### src/rtl/psi_index_serializer_if.sv
// Handshake bundle between the PSI bitmap producer, the index serializer and
// the index consumer. The serializer uses the slave view.
interface psi_index_serializer_if #(
  parameter int b = 10,
  parameter int w = 4
);
  logic         in_valid;
  logic         in_ready;
  logic [b-1:0] in_set;
  logic         out_valid;
  logic         out_ready;
  logic [w-1:0] out_idx;
  logic         out_last;
  logic [w:0]   count;
  logic         done;

  modport slave (
    input  in_valid, in_set, out_ready,
    output in_ready, out_valid, out_idx, out_last, count, done
  );

  modport master (
    output in_valid, in_set, out_ready,
    input  in_ready, out_valid, out_idx, out_last, count, done
  );
endinterface

### src/rtl/psi_index_serializer.sv
// Streams the indices of the set bits of a PSI intersection bitmap, lowest
// first, one per accepted beat, and reports the cardinality plus a done pulse.
module psi_index_serializer #(
  parameter int b = 10,
  parameter int w = 4
) (
  input  logic                  clk,
  input  logic                  rst,
  psi_index_serializer_if.slave bus
);

  typedef enum logic [1:0] {
    ST_IDLE = 2'd0,
    ST_SCAN = 2'd1,
    ST_DONE = 2'd2
  } state_t;

  state_t       state_r;
  logic [b-1:0] mask_r;
  logic [w:0]   count_r;
  logic         in_ready_r;
  logic         out_valid_r;
  logic [w-1:0] out_idx_r;
  logic         out_last_r;
  logic         done_r;

  function automatic logic [w-1:0] lowest_idx(input logic [b-1:0] m);
    logic [w-1:0] idx;
    idx = {w{1'b0}};
    for (int i = b - 1; i >= 0; i--) begin
      if (m[i]) idx = w'(i);
    end
    return idx;
  endfunction

  function automatic logic [b-1:0] clear_lowest(input logic [b-1:0] m);
    return m & (m - {{(b-1){1'b0}}, 1'b1});
  endfunction

  function automatic logic single_bit(input logic [b-1:0] m);
    return (m != {b{1'b0}}) && (clear_lowest(m) == {b{1'b0}});
  endfunction

  // Index and last flag are precomputed from the next mask so every output is a flop.
  always_ff @(posedge clk) begin
    if (rst) begin
      state_r     <= ST_IDLE;
      mask_r      <= {b{1'b0}};
      count_r     <= {(w+1){1'b0}};
      in_ready_r  <= 1'b1;
      out_valid_r <= 1'b0;
      out_idx_r   <= {w{1'b0}};
      out_last_r  <= 1'b0;
      done_r      <= 1'b0;
    end else begin
      done_r <= 1'b0;
      case (state_r)
        ST_IDLE: begin
          if (bus.in_valid && in_ready_r) begin
            mask_r     <= bus.in_set;
            count_r    <= {(w+1){1'b0}};
            in_ready_r <= 1'b0;
            if (bus.in_set != {b{1'b0}}) begin
              state_r     <= ST_SCAN;
              out_valid_r <= 1'b1;
              out_idx_r   <= lowest_idx(bus.in_set);
              out_last_r  <= single_bit(bus.in_set);
            end else begin
              state_r <= ST_DONE;
              done_r  <= 1'b1;
            end
          end else begin
            in_ready_r <= 1'b1;
          end
        end
        ST_SCAN: begin
          if (bus.out_ready) begin
            mask_r  <= clear_lowest(mask_r);
            count_r <= count_r + {{w{1'b0}}, 1'b1};
            if (out_last_r) begin
              state_r     <= ST_DONE;
              out_valid_r <= 1'b0;
              out_idx_r   <= {w{1'b0}};
              out_last_r  <= 1'b0;
              done_r      <= 1'b1;
            end else begin
              out_idx_r  <= lowest_idx(clear_lowest(mask_r));
              out_last_r <= single_bit(clear_lowest(mask_r));
            end
          end else begin
            out_valid_r <= 1'b1;
          end
        end
        ST_DONE: begin
          state_r    <= ST_IDLE;
          in_ready_r <= 1'b1;
        end
        default: begin
          state_r     <= ST_IDLE;
          mask_r      <= {b{1'b0}};
          in_ready_r  <= 1'b1;
          out_valid_r <= 1'b0;
          out_idx_r   <= {w{1'b0}};
          out_last_r  <= 1'b0;
        end
      endcase
    end
  end

  assign bus.in_ready  = in_ready_r;
  assign bus.out_valid = out_valid_r;
  assign bus.out_idx   = out_idx_r;
  assign bus.out_last  = out_last_r;
  assign bus.count     = count_r;
  assign bus.done      = done_r;

endmodule

### src/flat_wrapper.sv
// flat-port wrapper written by rule: the top's interface ports become plain ports
module psi_index_serializer_flat 
#(
  parameter int b = 10,
  parameter int w = 4
)
  (clk, rst, bus_in_valid, bus_in_set, bus_out_ready, bus_in_ready, bus_out_valid, bus_out_idx, bus_out_last, bus_count, bus_done);
  psi_index_serializer_if #(.b(b), .w(w)) bus_i ();
  input  logic clk;
  input  logic rst;
  input wire logic [$bits(bus_i.in_valid)-1:0] bus_in_valid;
  input wire logic [$bits(bus_i.in_set)-1:0] bus_in_set;
  input wire logic [$bits(bus_i.out_ready)-1:0] bus_out_ready;
  output wire logic [$bits(bus_i.in_ready)-1:0] bus_in_ready;
  output wire logic [$bits(bus_i.out_valid)-1:0] bus_out_valid;
  output wire logic [$bits(bus_i.out_idx)-1:0] bus_out_idx;
  output wire logic [$bits(bus_i.out_last)-1:0] bus_out_last;
  output wire logic [$bits(bus_i.count)-1:0] bus_count;
  output wire logic [$bits(bus_i.done)-1:0] bus_done;
  assign bus_i.in_valid = bus_in_valid;
  assign bus_i.in_set = bus_in_set;
  assign bus_i.out_ready = bus_out_ready;
  assign bus_in_ready = bus_i.in_ready;
  assign bus_out_valid = bus_i.out_valid;
  assign bus_out_idx = bus_i.out_idx;
  assign bus_out_last = bus_i.out_last;
  assign bus_count = bus_i.count;
  assign bus_done = bus_i.done;
  psi_index_serializer #(.b(b), .w(w)) u_core (.clk(clk), .rst(rst), .bus(bus_i));
endmodule
### config.mk
export PLATFORM = sky130hd
export DESIGN_NAME = psi_index_serializer_flat
export DESIGN_NICKNAME = d
export VERILOG_FILES = /design/src/rtl/psi_index_serializer_if.sv /design/src/rtl/psi_index_serializer.sv /design/src/flat_wrapper.sv
export SDC_FILE = /design/constraint.sdc
export NUM_CORES = 1
export LEC_CHECK = 0
export ABC_AREA = 0
export CAP_MARGIN = 15
export CORE_UTILIZATION = 55
export CTS_BUF_LIST = sky130_fd_sc_hd__clkbuf_8
export DETAILED_ROUTE_END_ITERATION = 6
export PLACE_DENSITY = 0.82
export SLEW_MARGIN = 20
export SYNTH_ARGS = -nofsm -noshare
export SYNTH_HDL_FRONTEND = slang
export SYNTH_SLANG_ARGS = --single-unit
### constraint.sdc
create_clock -name clk -period 3.3 [get_ports clk]
set_clock_uncertainty 0.05 [all_clocks]
set_input_delay 0.825 -clock clk [delete_from_list [all_inputs] [get_ports clk]]
set_output_delay 0.825 -clock clk [all_outputs]
set_load 0.02 [all_outputs]
### Yosys cells after proc, flatten, opt, wreduce, memory -nomap -nowiden

Cells that the tools add are included.
W data, S select, Z words.

* $add $sub $neg: 4
* $mul: 0
* div/mod/pow operators: 0
* $lt $le $gt $ge: 0
* equality and inequality tests: 7
* shifts and indexed selects: 0
* multiplexer cells: 53
* bitwise operators: 4
* reductions and logical operators: 14

Operator list (count)
* $mux W4: 24
* $and A10 B10 Y10: 3
* $pmux W10 S3: 1
* $sub A10 B1 Y10 const B: 3
* $logic_not A10 Y1: 2
* $mux W10: 2
* $reduce_bool A10 Y1: 2
* $mux W1: 13
* $pmux W4 S3: 1
* $mux W5: 2
* $pmux W5 S2: 1
* $reduce_and A3 Y1: 3
* $mux W2: 4
* $reduce_and A4 Y1: 2
* $ne A2 B1 Y1 const B: 3
* $pmux W1 S3: 2
* $add A5 B1 Y5 const B: 1
* $pmux W1 S2: 2
* $pmux W2 S2: 1
* $logic_and A1 B1 Y1: 3
* $ne A3 B2 Y1 const B: 1
* $eq A2 B1 Y1 const B: 1
* $eq A2 B2 Y1 const B: 1
* $logic_not A2 Y1: 1
* other kinds (3): 3

* register bits: 25
* latch bits: 0
* bits in writable memories: 0
* ROM bits: 0
* input bits: 14
* output and inout bits: 13
* logic and storage cells: 90
* memories kept: 0

### Longest topological paths before layout

Gate-level depths: netlist of the first run.

* depth after elaboration: 15
* gate-level depth with buffers: 8
* gate-level depth less buffers: 6

### Worst setup path after synthesis of the first run

OpenSTA, ideal clock, no wires.

* path kind: input-to-reg
* start: input bus_in_set[3]
* end: register u_core.out_idx_r[1], in the netlist u_core.bus.out_idx[1]
* library setup time: 120 ps
* data arrival time: 2269 ps
* required time: 3130 ps
* path slack: 861 ps
* stages on the path: 6
* path buffers: 0
* path through: nor4_1 a31oi_1 o21ai_1 or3_1 nor4_1 a211o_1

* word-level cells in the longest chain between the ends: 7
* elaborated cells on any way between the ends: 10
* those cells by class: eq/ne: 1; mux: 7; reduce/logical: 2

Ends and longest elaborated chain
* start, declared: line flat_wrapper.sv:12 `input wire logic [$bits(bus_i.in_set)-1:0] bus_in_set;`
* $mux W4 (4 in a row): line psi_index_serializer.sv:31 `if (m[i]) idx = w'(i);`
* $mux W4: line psi_index_serializer.sv:63 `if (bus.in_set != {b{1'b0}}) begin`
* $mux W4: line psi_index_serializer.sv:59 `if (bus.in_valid && in_ready_r) begin`
* $pmux W4 S3: line psi_index_serializer.sv:57 `case (state_r)`
* end signal, assigned: line psi_index_serializer.sv:52 `out_idx_r <= {w{1'b0}};`
* end signal, assigned: line psi_index_serializer.sv:66 `out_idx_r <= lowest_idx(bus.in_set);`
* end signal, assigned: line psi_index_serializer.sv:83 `out_idx_r <= {w{1'b0}};`
* end, declared: line psi_index_serializer.sv:23 `logic [w-1:0] out_idx_r;`

Several ways; a longest one is shown, not always the timed one. The select of a mux whose other input is x is not followed.
A chain may end at the register's enable or synchronous reset.

### Worst setup path after layout of the first run

* start: input bus_in_set[4]
* end: register u_core.out_last_r, in the netlist u_core.bus.out_last

* word-level cells in the longest chain between the ends: 7
* elaborated cells on any way between the ends: 10
* those cells by class: add/sub: 1; eq/ne: 1; mux: 3; bitwise: 1; reduce/logical: 4

Ends and longest elaborated chain
* $sub A10 B1 Y10: line psi_index_serializer.sv:37 `return m & (m - {{(b-1){1'b0}}, 1'b1});`
* $and A10 B10 Y10: line psi_index_serializer.sv:37
* $logic_not A10 Y1: line psi_index_serializer.sv:41 `return (m != {b{1'b0}}) && (clear_lowest(m) == {b{1'b0}});`
* $logic_and A1 B1 Y1: line psi_index_serializer.sv:41
* $mux W1: line psi_index_serializer.sv:63
* $mux W1: line psi_index_serializer.sv:59
* $pmux W1 S3: line psi_index_serializer.sv:57
* end signal, assigned: line psi_index_serializer.sv:67 `out_last_r <= single_bit(bus.in_set);`
* end signal, assigned: line psi_index_serializer.sv:88 `out_last_r <= single_bit(clear_lowest(mask_r));`
* end, declared: line psi_index_serializer.sv:24 `logic out_last_r;`

Several ways; a longest one is shown, not always the timed one. The select of a mux whose other input is x is not followed.

==> results of run 1 <==
-- per-layer routing --
| layer | track usage | vias up | wire length, um |
|---|---|---|---|
| li1 | - | 923 | - |
| met1 | 0.423 | 844 | 2170 |
| met2 | 0.455 | 78 | 2090 |
| met3 | 0.0544 | 10 | 333 |
| met4 | 0.108 | 0 | 87 |
| met5 | 0 | - | 0 |
-- critical path, stage by stage --
cell             delay, ns
clkdlybuf4s50_1       0.58
nor4_1                0.11
a31oi_1               0.34
o21ai_1               0.12
or3_1                 0.36
or4_1                 0.51
o211ai_1              0.09
-- sequential cells by signal, indices dropped and copies added, names as in the netlist --
name / cells
u_core.mask_r: 10
u_core.bus.in_ready: 1
u_core.bus.out_idx: 4
u_core.bus.out_last: 1
u_core.bus.done: 1
u_core.bus.count: 5
u_core.bus.out_valid: 1
u_core.state_r: 2
-- cells by family after synthesis --
logic type | after synthesis
fa+ha+maj | 6
flops | 25
xor+xnor | 5
compound gates | 81
simple gates | 92
buf+inv | 24
mux | 1
-- how the worst min path moves through the flow --
stage,start,to,cells past startpoint
after CTS,u_core.bus.out_idx[3],u_core.bus.out_idx[3],1
after global placement,u_core.bus.out_idx[3],u_core.bus.out_idx[3],1
final,u_core.bus.out_idx[3],u_core.bus.out_idx[3],1
after detailed placement,u_core.bus.out_idx[3],u_core.bus.out_idx[3],1
after floorplan,u_core.bus.out_valid,u_core.bus.out_valid,2
after global routing,u_core.bus.out_idx[3],u_core.bus.out_idx[3],1
-- report_power, final --
part	internal (W)	switching, W	total [W]
Sequential	0.000318	0.0000311	0.000349
Combinational	0.000110	0.000142	0.000252
Clock	0.0000847	0.000102	0.000186
-- synthesized netlist by cell type (all sizes together), types with 2 or more instances --
| cell | n |
|---|---|
| a211o | 3 |
| a211oi | 3 |
| a21oi | 17 |
| a221oi | 4 |
| a22oi | 8 |
| a31oi | 5 |
| buf | 2 |
| clkbuf | 14 |
| dfxtp | 25 |
| inv | 8 |
| maj3 | 5 |
| nand2 | 20 |
| nand2b | 3 |
| nand3 | 4 |
| nand4 | 3 |
| nor2 | 30 |
| nor2b | 2 |
| nor3 | 12 |
| nor4 | 4 |
| o211ai | 4 |
| o21ai | 21 |
| or2 | 2 |
| or3 | 3 |
| or4 | 3 |
| xor2 | 4 |
-- layout make-up --
class	instances	area share
Clock inverter	1	0.00243
Tap cell	31	0.0188
Clock buffer	3	0.0201
Multi-Input combinational cell	185	0.542
Inverter	8	0.0146
Timing Repair Buffer	35	0.159
Sequential cell	25	0.243
-- metrics by stage --
| stage | instance area (um2) | std cells | hold WS (ns) | util | power [W] |
|---|---|---|---|---|---|
| after floorplan | 1700 | 234 | 0.478 | - | 0.000516 |
| after global placement | 2010 | 284 | 0.389 | 0.705 | 0.000601 |
| after detailed placement | 2010 | 284 | 0.391 | 0.705 | 0.000601 |
| after CTS | 2060 | 288 | 0.420 | 0.721 | 0.000789 |
| after global routing | 2060 | 288 | 0.435 | 0.721 | 0.000834 |
| final | 2060 | 288 | 0.416 | 0.721 | 0.000788 |
==> flow_summary.toml, run 1 <==
[run_status]
outcome = "finished, violations left"
violations = "DRC"

[placement]
gp_congestion = 0.977
place_ws_ns = 0.248
io_buffers = 26
dp_hpwl_mm = 3.36

[yosys]
yosysUniqueCellTypes = 56
syn_inst = 234
synth_seq_area_share = 0.294
synth_compound_area_frac = 0.316
synth_edf_count = 0
syn-num-nets = 249
synth-simple-area-share = 0.266
synth_fa_ha_area_frac = 0.0375
synthMuxAreaShare = 0.00662
synthArstFlopShare = 0
synthTopCellsByArea = "dfxtp_1 29%, nor2_1 6.6%, o21ai_0 5.9%, a21oi_1 5.0%, nand2_1 4.4%"
synth-xor-area-share = 0.0258
synth_area_um2 = 1700
syn_area_per_cell_um2 = 7.27
yosysWarnings = 0
synth_flop_cell = "dfxtp_1"
synth_top_family_by_area = "compound AO/OA/AOI/OAI gates"
netlist.area_leader.share = 0.294
yosys.area.top_type = "dfxtp_1"
ys_seq_elements = 25

[clock_tree]
numCtsBuffers = 3
clkLatencyLatePin_ns = 0.27
cts_tree = "yes"
cts_setup_buffers = 0
cts.sinks = 25
cts_hold_buf = 0
clockRootBuffer = "clkbuf_8"
path_clk_slew_ns = 0.09
ctsHtreeMaxLevel = 1
cts_resized = 0
clk_path_buf_depth = 2

[routing]
dr.pass1.iters = 7
wl_per_cell_um = 16.2
drc_errors = 1
vias_per_cell = 6.44
drt-total-wl_mm = 4.68
drt_iter0_drc = 161
final_antenna_net_count = 0
dr_total_vias = 1855

[die]
start_util = 0.596
core_um2 = 2850
ioPinCount = 27
die_h_um = 57.6
die_x_um = 57.6
rows = 19
die-area_um2 = 3320

[timing]
period_share = 0.844
fin_tns_setup_ns = 0
layout_min_cycle_time_ns = 2.79
clock.fmax_mhz = 359
final_hold_viol_count = 0
maxSlewViolCount = 0
layout_setup_ws_ns = 0.515
worstMarginPinSlew_ns = 0.514
slew_headroom = 0.655
rsz0062_at_grt = "no"
finalSetupViolCount = 0

[global_route]
grt_overflow = 0
grt_max_degree = 21
grt_antenna_before_repair = 0
grt_pass1_vias = 1633
track_usage = 0.300
grt_pass1_wl_mm = 7.69

[flow_run]
cap_viol_max_count = 0

[setup_path]
crit_type = "in2reg"
r2r-start = "u_core.mask_r[2]"
start_kind = "input pin"
crit_fanout = 6
r2r_end = "u_core.bus.out_last"
cp-endpoint = "u_core.bus.out_last"
ff2ff_path_depth = 6
rrSetupSlack_ns = 0.62
worst_setup_path_end_kind = "register"
cp-startpoint = "bus_in_set[4]"
cp.required_ns = 3.45
arrival_ns = 2.94

[cells_and_area]
nFillCells = 248
final_common_cell = "nor2_1"
layout.nets = 273
multi_input_area_um2 = 1110
mostFrequentLayoutCells = "30 x nor2_1, 26 x clkdlybuf4s50_1, 25 x dfxtp_1"
drive_gt1_frac = 0.0817
final-seq-area_um2 = 500
diodes = 0
syn_to_final_growth_pct = 21.0

[power_and_ir_drop]
power.density_nw_per_um2 = 383
ir_drop_mv = 0.309
p_leak_nw = 0.751

[worst_hold_path]
min_path_type = "reg2reg"
Note: power is estimated with default switching activity, not from simulation.
==> run 2, diff against run 1 <==
clock period = 2.7 ns   (was 3.3 ns; I/O delays follow)
==> run 2 against run 1 <==
The flow still finishes with violations (DRC); die area unchanged; total power rose by 27%; via count increased by 8.1%; cell area rose by 8.0%; non-clock buffer count increased by 19; first-iteration DRC count up 34%; clock power is 23% higher; critical endpoint unchanged.
==> flow_summary.toml, run 2 (synthesis results as in run 1) <==
[die]
die_x_um = 57.6
die_h_um = 57.6
die-area_um2 = 3320
core_um2 = 2850
ioPinCount = 27
start_util = 0.596
rows = 19

[cells_and_area]
layout.nets = 292
postLayoutCellArea_um2 = 2220
nFillCells = 208
multi_input_area_um2 = 1130
final-seq-area_um2 = 500
final_common_cell = "nor2_1"
largest_register_ff_count = 10
final_cells = 307
mostFrequentLayoutCells = "30 x nor2_1, 28 x buf_4, 26 x clkdlybuf4s50_1"
syn_to_final_growth_pct = 30.7
diodes = 0
drive_gt1_frac = 0.156
top_register = "u_core.mask_r"

[timing]
worstMarginPinSlew_ns = 0.550
maxSlewViolCount = 0
slew_headroom = 0.633
clock.fmax_mhz = 383
layout_min_cycle_time_ns = 2.61
final_hold_viol_count = 0
period_share = 0.967
rsz0062_at_grt = "no"
finalSetupViolCount = 0

[placement]
gp_congestion = 0.958
placed_cells_incl_taps = 303
placed_cell_area_um2 = 2150
dp_hpwl_mm = 3.55
io_buffers = 26

[routing]
drt_iter0_drc = 216
final_antenna_net_count = 0
drc_errors = 1
vias_per_cell = 6.53
drt-total-wl_mm = 5.05
wl_per_cell_um = 16.5
dr_total_vias = 2006
dr.pass1.iters = 7

[clock_tree]
cts_tree = "yes"
path_clk_slew_ns = 0.09
cts_setup_buffers = 0
ctsHtreeMaxLevel = 1
numCtsBuffers = 3
clk_path_buf_depth = 2
cts_hold_buf = 0
cts.sinks = 25
clockRootBuffer = "clkbuf_8"
cts_resized = 0
clkLatencyLatePin_ns = 0.27

[setup_path]
r2r-start = "u_core.mask_r[0]"
rrSetupSlack_ns = 0.31
cp-startpoint = "bus_in_set[6]"
crit_chain = "clkdlybuf4s50_1 > nor4_2 > a31oi_2 > o21ai_1 > or3_1 > or4_1 > o211ai_1"
crit_type = "in2reg"
start_kind = "input pin"
r2r_end = "u_core.bus.out_last"
cp-endpoint = "u_core.bus.out_last"
cp.depth = 7
cp_slowest_stage_delay_ns = 0.59
worst_setup_path_end_kind = "register"
crit_buf_inv = 1
slowest_stage = "clkdlybuf4s50_1"
crit_fanout = 5
critPathTopFamily = "simple AND/OR/NAND/NOR gates"
ff2ff_path_depth = 6
cp.required_ns = 2.85
arrival_ns = 2.76

[run_status]
outcome = "finished, violations left"
violations = "DRC"

[power_and_ir_drop]
seqPwrFrac = 0.421
ir_drop_mv = 0.333
power.density_nw_per_um2 = 451
clock_power_share = 0.228
p_sw_w = 0.000347
p_int_w = 0.000656
combPwrFrac = 0.351
switching_share = 0.346
p_leak_nw = 0.842

[global_route]
track_usage = 0.318
grt_pass1_wl_mm = 8.21
grt_overflow = 0
grt_pass1_vias = 1758
grt_antenna_before_repair = 0
grt_max_degree = 21

[worst_hold_path]
min_path_type = "reg2reg"
hold_start = "u_core.bus.out_idx[1]"

[flow_run]
cap_viol_max_count = 0
==> run 2: power by group through the flow <==
stage                     logic [W]  clock network, W  registers [W]
final                      0.000352          0.000228       0.000422
after global routing       0.000384          0.000247       0.000425
after CTS                  0.000342          0.000230       0.000421
after detailed placement   0.000338                 0       0.000429
after global placement     0.000335                 0       0.000428
after floorplan            0.000209                 0       0.000422
==> run 2: how the worst min path moves through the flow <==
stage	endpoint	cells past startpoint
finish	u_core.bus.out_idx[1]	1
global route	u_core.bus.out_valid	2
CTS	u_core.bus.out_idx[1]	1
detailed placement	u_core.bus.out_idx[1]	1
global placement	u_core.bus.out_idx[3]	1
floorplan	u_core.bus.out_valid	2
==> run 2: cell type report <==
cell class	instances	share of cell area
Multi-Input combinational cell	185	0.510
Inverter	8	0.0135
Clock buffer	3	0.0186
Timing Repair Buffer	54	0.212
Clock inverter	1	0.00338
Tap cell	31	0.0175
Sequential cell	25	0.225
==> run 2: per-layer routing <==
metal  vias up  wire length (um)  GRT usage
met1       916              2270      0.454
met4         0               155      0.108
met3        25               360     0.0454
li1        958                 -          -
met5         -                 0          0
met2       107              2260      0.490
==> run 2: through the flow <==
stage                     TNS [ns]  power [W]  setup slack [ns]   util  hold WS, ns
after global routing             0    0.00106            0.0474  0.779        0.455
after floorplan                  0   0.000631             0.318      -        0.478
after detailed placement    -0.330   0.000768            -0.192  0.755        0.402
final                            0    0.00100            0.0896  0.779        0.423
after global placement     -0.0634   0.000764           -0.0634  0.755        0.389
after CTS                        0   0.000992            0.0624  0.772        0.428
==> run 3, diff against run 2 <==
PLACE_DENSITY = 0.87   (was 0.82)
==> run 3 against run 2 <==
Die area is the same; first-iteration DRC count shrank 21%; total power shrank 0.69%; sequential share of layout area grew 0.076 points; via count is essentially flat; sequential power is essentially flat; critical path depth is the same; worst hold slack lost 0.013 ns; the run still ends with DRC left; combinational power is essentially flat; clock power shrank 3%; clock-buffer cell count is the same; register-to-register slack lost 0.05 ns.
==> flow_summary.toml, run 3 (synthesis results as in run 1) <==
[timing]
maxSlewViolCount = 0
slew_headroom = 0.662
rsz0062_at_grt = "no"
finalSetupViolCount = 0
final_hold_viol_count = 0
layout_min_cycle_time_ns = 2.59
worstMarginPinSlew_ns = 0.506
clock.fmax_mhz = 386
period_share = 0.958

[routing]
dr_total_vias = 2008
dr.pass1.iters = 7
drc_errors = 1
vias_per_cell = 6.50
drt-total-wl_mm = 4.98
wl_per_cell_um = 16.1
final_antenna_net_count = 0
drt_iter0_drc = 170

[cells_and_area]
largest_register_ff_count = 10
drive_gt1_frac = 0.147
syn_to_final_growth_pct = 30.2
mostFrequentLayoutCells = "30 x nor2_1, 30 x buf_4, 26 x clkdlybuf4s50_1"
top_register = "u_core.mask_r"
layout.nets = 294
utilization = 0.776
final_cells = 309
diodes = 0
postLayoutCellArea_um2 = 2210

[setup_path]
rrSetupSlack_ns = 0.26
cp-startpoint = "bus_in_valid"
r2r-start = "u_core.mask_r[0]"
crit_type = "in2reg"
cp.required_ns = 2.85
worst_setup_path_end_kind = "register"
r2r_end = "u_core.bus.out_last"
arrival_ns = 2.74
ff2ff_path_depth = 6
crit_fanout = 3
start_kind = "input pin"

[die]
die-area_um2 = 3320
die_h_um = 57.6
die_x_um = 57.6
rows = 19
core_um2 = 2850
ioPinCount = 27
start_util = 0.596

[clock_tree]
cts.sinks = 25
cts_resized = 0
clkLatencyLatePin_ns = 0.27
cts_hold_buf = 0
path_clk_slew_ns = 0.09
cts_tree = "yes"
clk_path_buf_depth = 2
ctsHtreeMaxLevel = 1
clockRootBuffer = "clkbuf_8"
numCtsBuffers = 3
cts_setup_buffers = 0

[power_and_ir_drop]
power.density_nw_per_um2 = 449
p_leak_nw = 0.856
ir_drop_mv = 0.410

[placement]
dp_hpwl_mm = 3.63
gp_congestion = 1.00
io_buffers = 26
placed_cell_area_um2 = 2170
placed_cells_incl_taps = 305

[worst_hold_path]
hold_start = "u_core.bus.out_idx[3]"
hold_depth = 1
min_path_type = "reg2reg"
whs_endpoint = "u_core.bus.out_idx[3]"

[global_route]
grt_antenna_before_repair = 0
grt_pass1_vias = 1819
grt_max_degree = 21
grt_overflow = 0
grt_pass1_wl_mm = 8.10
track_usage = 0.318

[flow_run]
cap_viol_max_count = 0

[run_status]
outcome = "finished, violations left"
violations = "DRC"
run 3: report_power, final:
group          switching (W)  internal (W)
Sequential         0.0000313      0.000389
Combinational       0.000191      0.000163
Clock               0.000120      0.000102
run 3: worst max-delay path by stage:
stage                          end  slack, ns  depth (start not counted)
6_report       u_core.bus.out_last       0.11                          7
5_1_grt        u_core.bus.out_last       0.07                          7
4_1_cts        u_core.bus.out_last       0.17                          7
3_5_place_dp   u_core.bus.out_last      -0.08                          7
3_3_place_gp   u_core.bus.out_last     -0.006                          7
2_1_floorplan  u_core.bus.out_last       0.32                          7
run 3: final cells by class:
class | count | area, um2
multi-input combinational | 185 | 1110
fill | 206 | 638
sequential | 25 | 500
timing repair buffer | 56 | 485
clock buffer | 3 | 41.3
tap | 31 | 38.8
inverter | 8 | 30.0
clock inverter | 1 | 3.75
run 3: routing by layer:
| metal | up-vias | global-route usage | part of all wire |
|---|---|---|---|
| li1 | 965 | - | - |
| met1 | 915 | 0.404 | 0.42 |
| met2 | 105 | 0.517 | 0.48 |
| met3 | 23 | 0.0612 | 0.073 |
| met4 | 0 | 0.150 | 0.031 |
| met5 | - | 0 | 0 |
run 3: critical path, cell delays in order:
cell,delay [ns]
clkdlybuf4s50_1,0.49
nand4bb_1,0.16
a31oi_1,0.34
o21ai_1,0.13
or3_1,0.34
or4_1,0.51
o211ai_1,0.09
run 3: through the flow:
| step | setup WS [ns] | hold slack, ns | setup TNS, ns | power (W) |
|---|---|---|---|---|
| floorplan | 0.318 | 0.478 | 0 | 0.000631 |
| detailed placement | -0.0845 | 0.393 | -0.0845 | 0.000771 |
| finish | 0.112 | 0.411 | 0 | 0.000995 |
| global route | 0.0653 | 0.434 | 0 | 0.00105 |
| global placement | -0.00582 | 0.384 | -0.00582 | 0.000766 |
| CTS | 0.173 | 0.414 | 0 | 0.000986 |
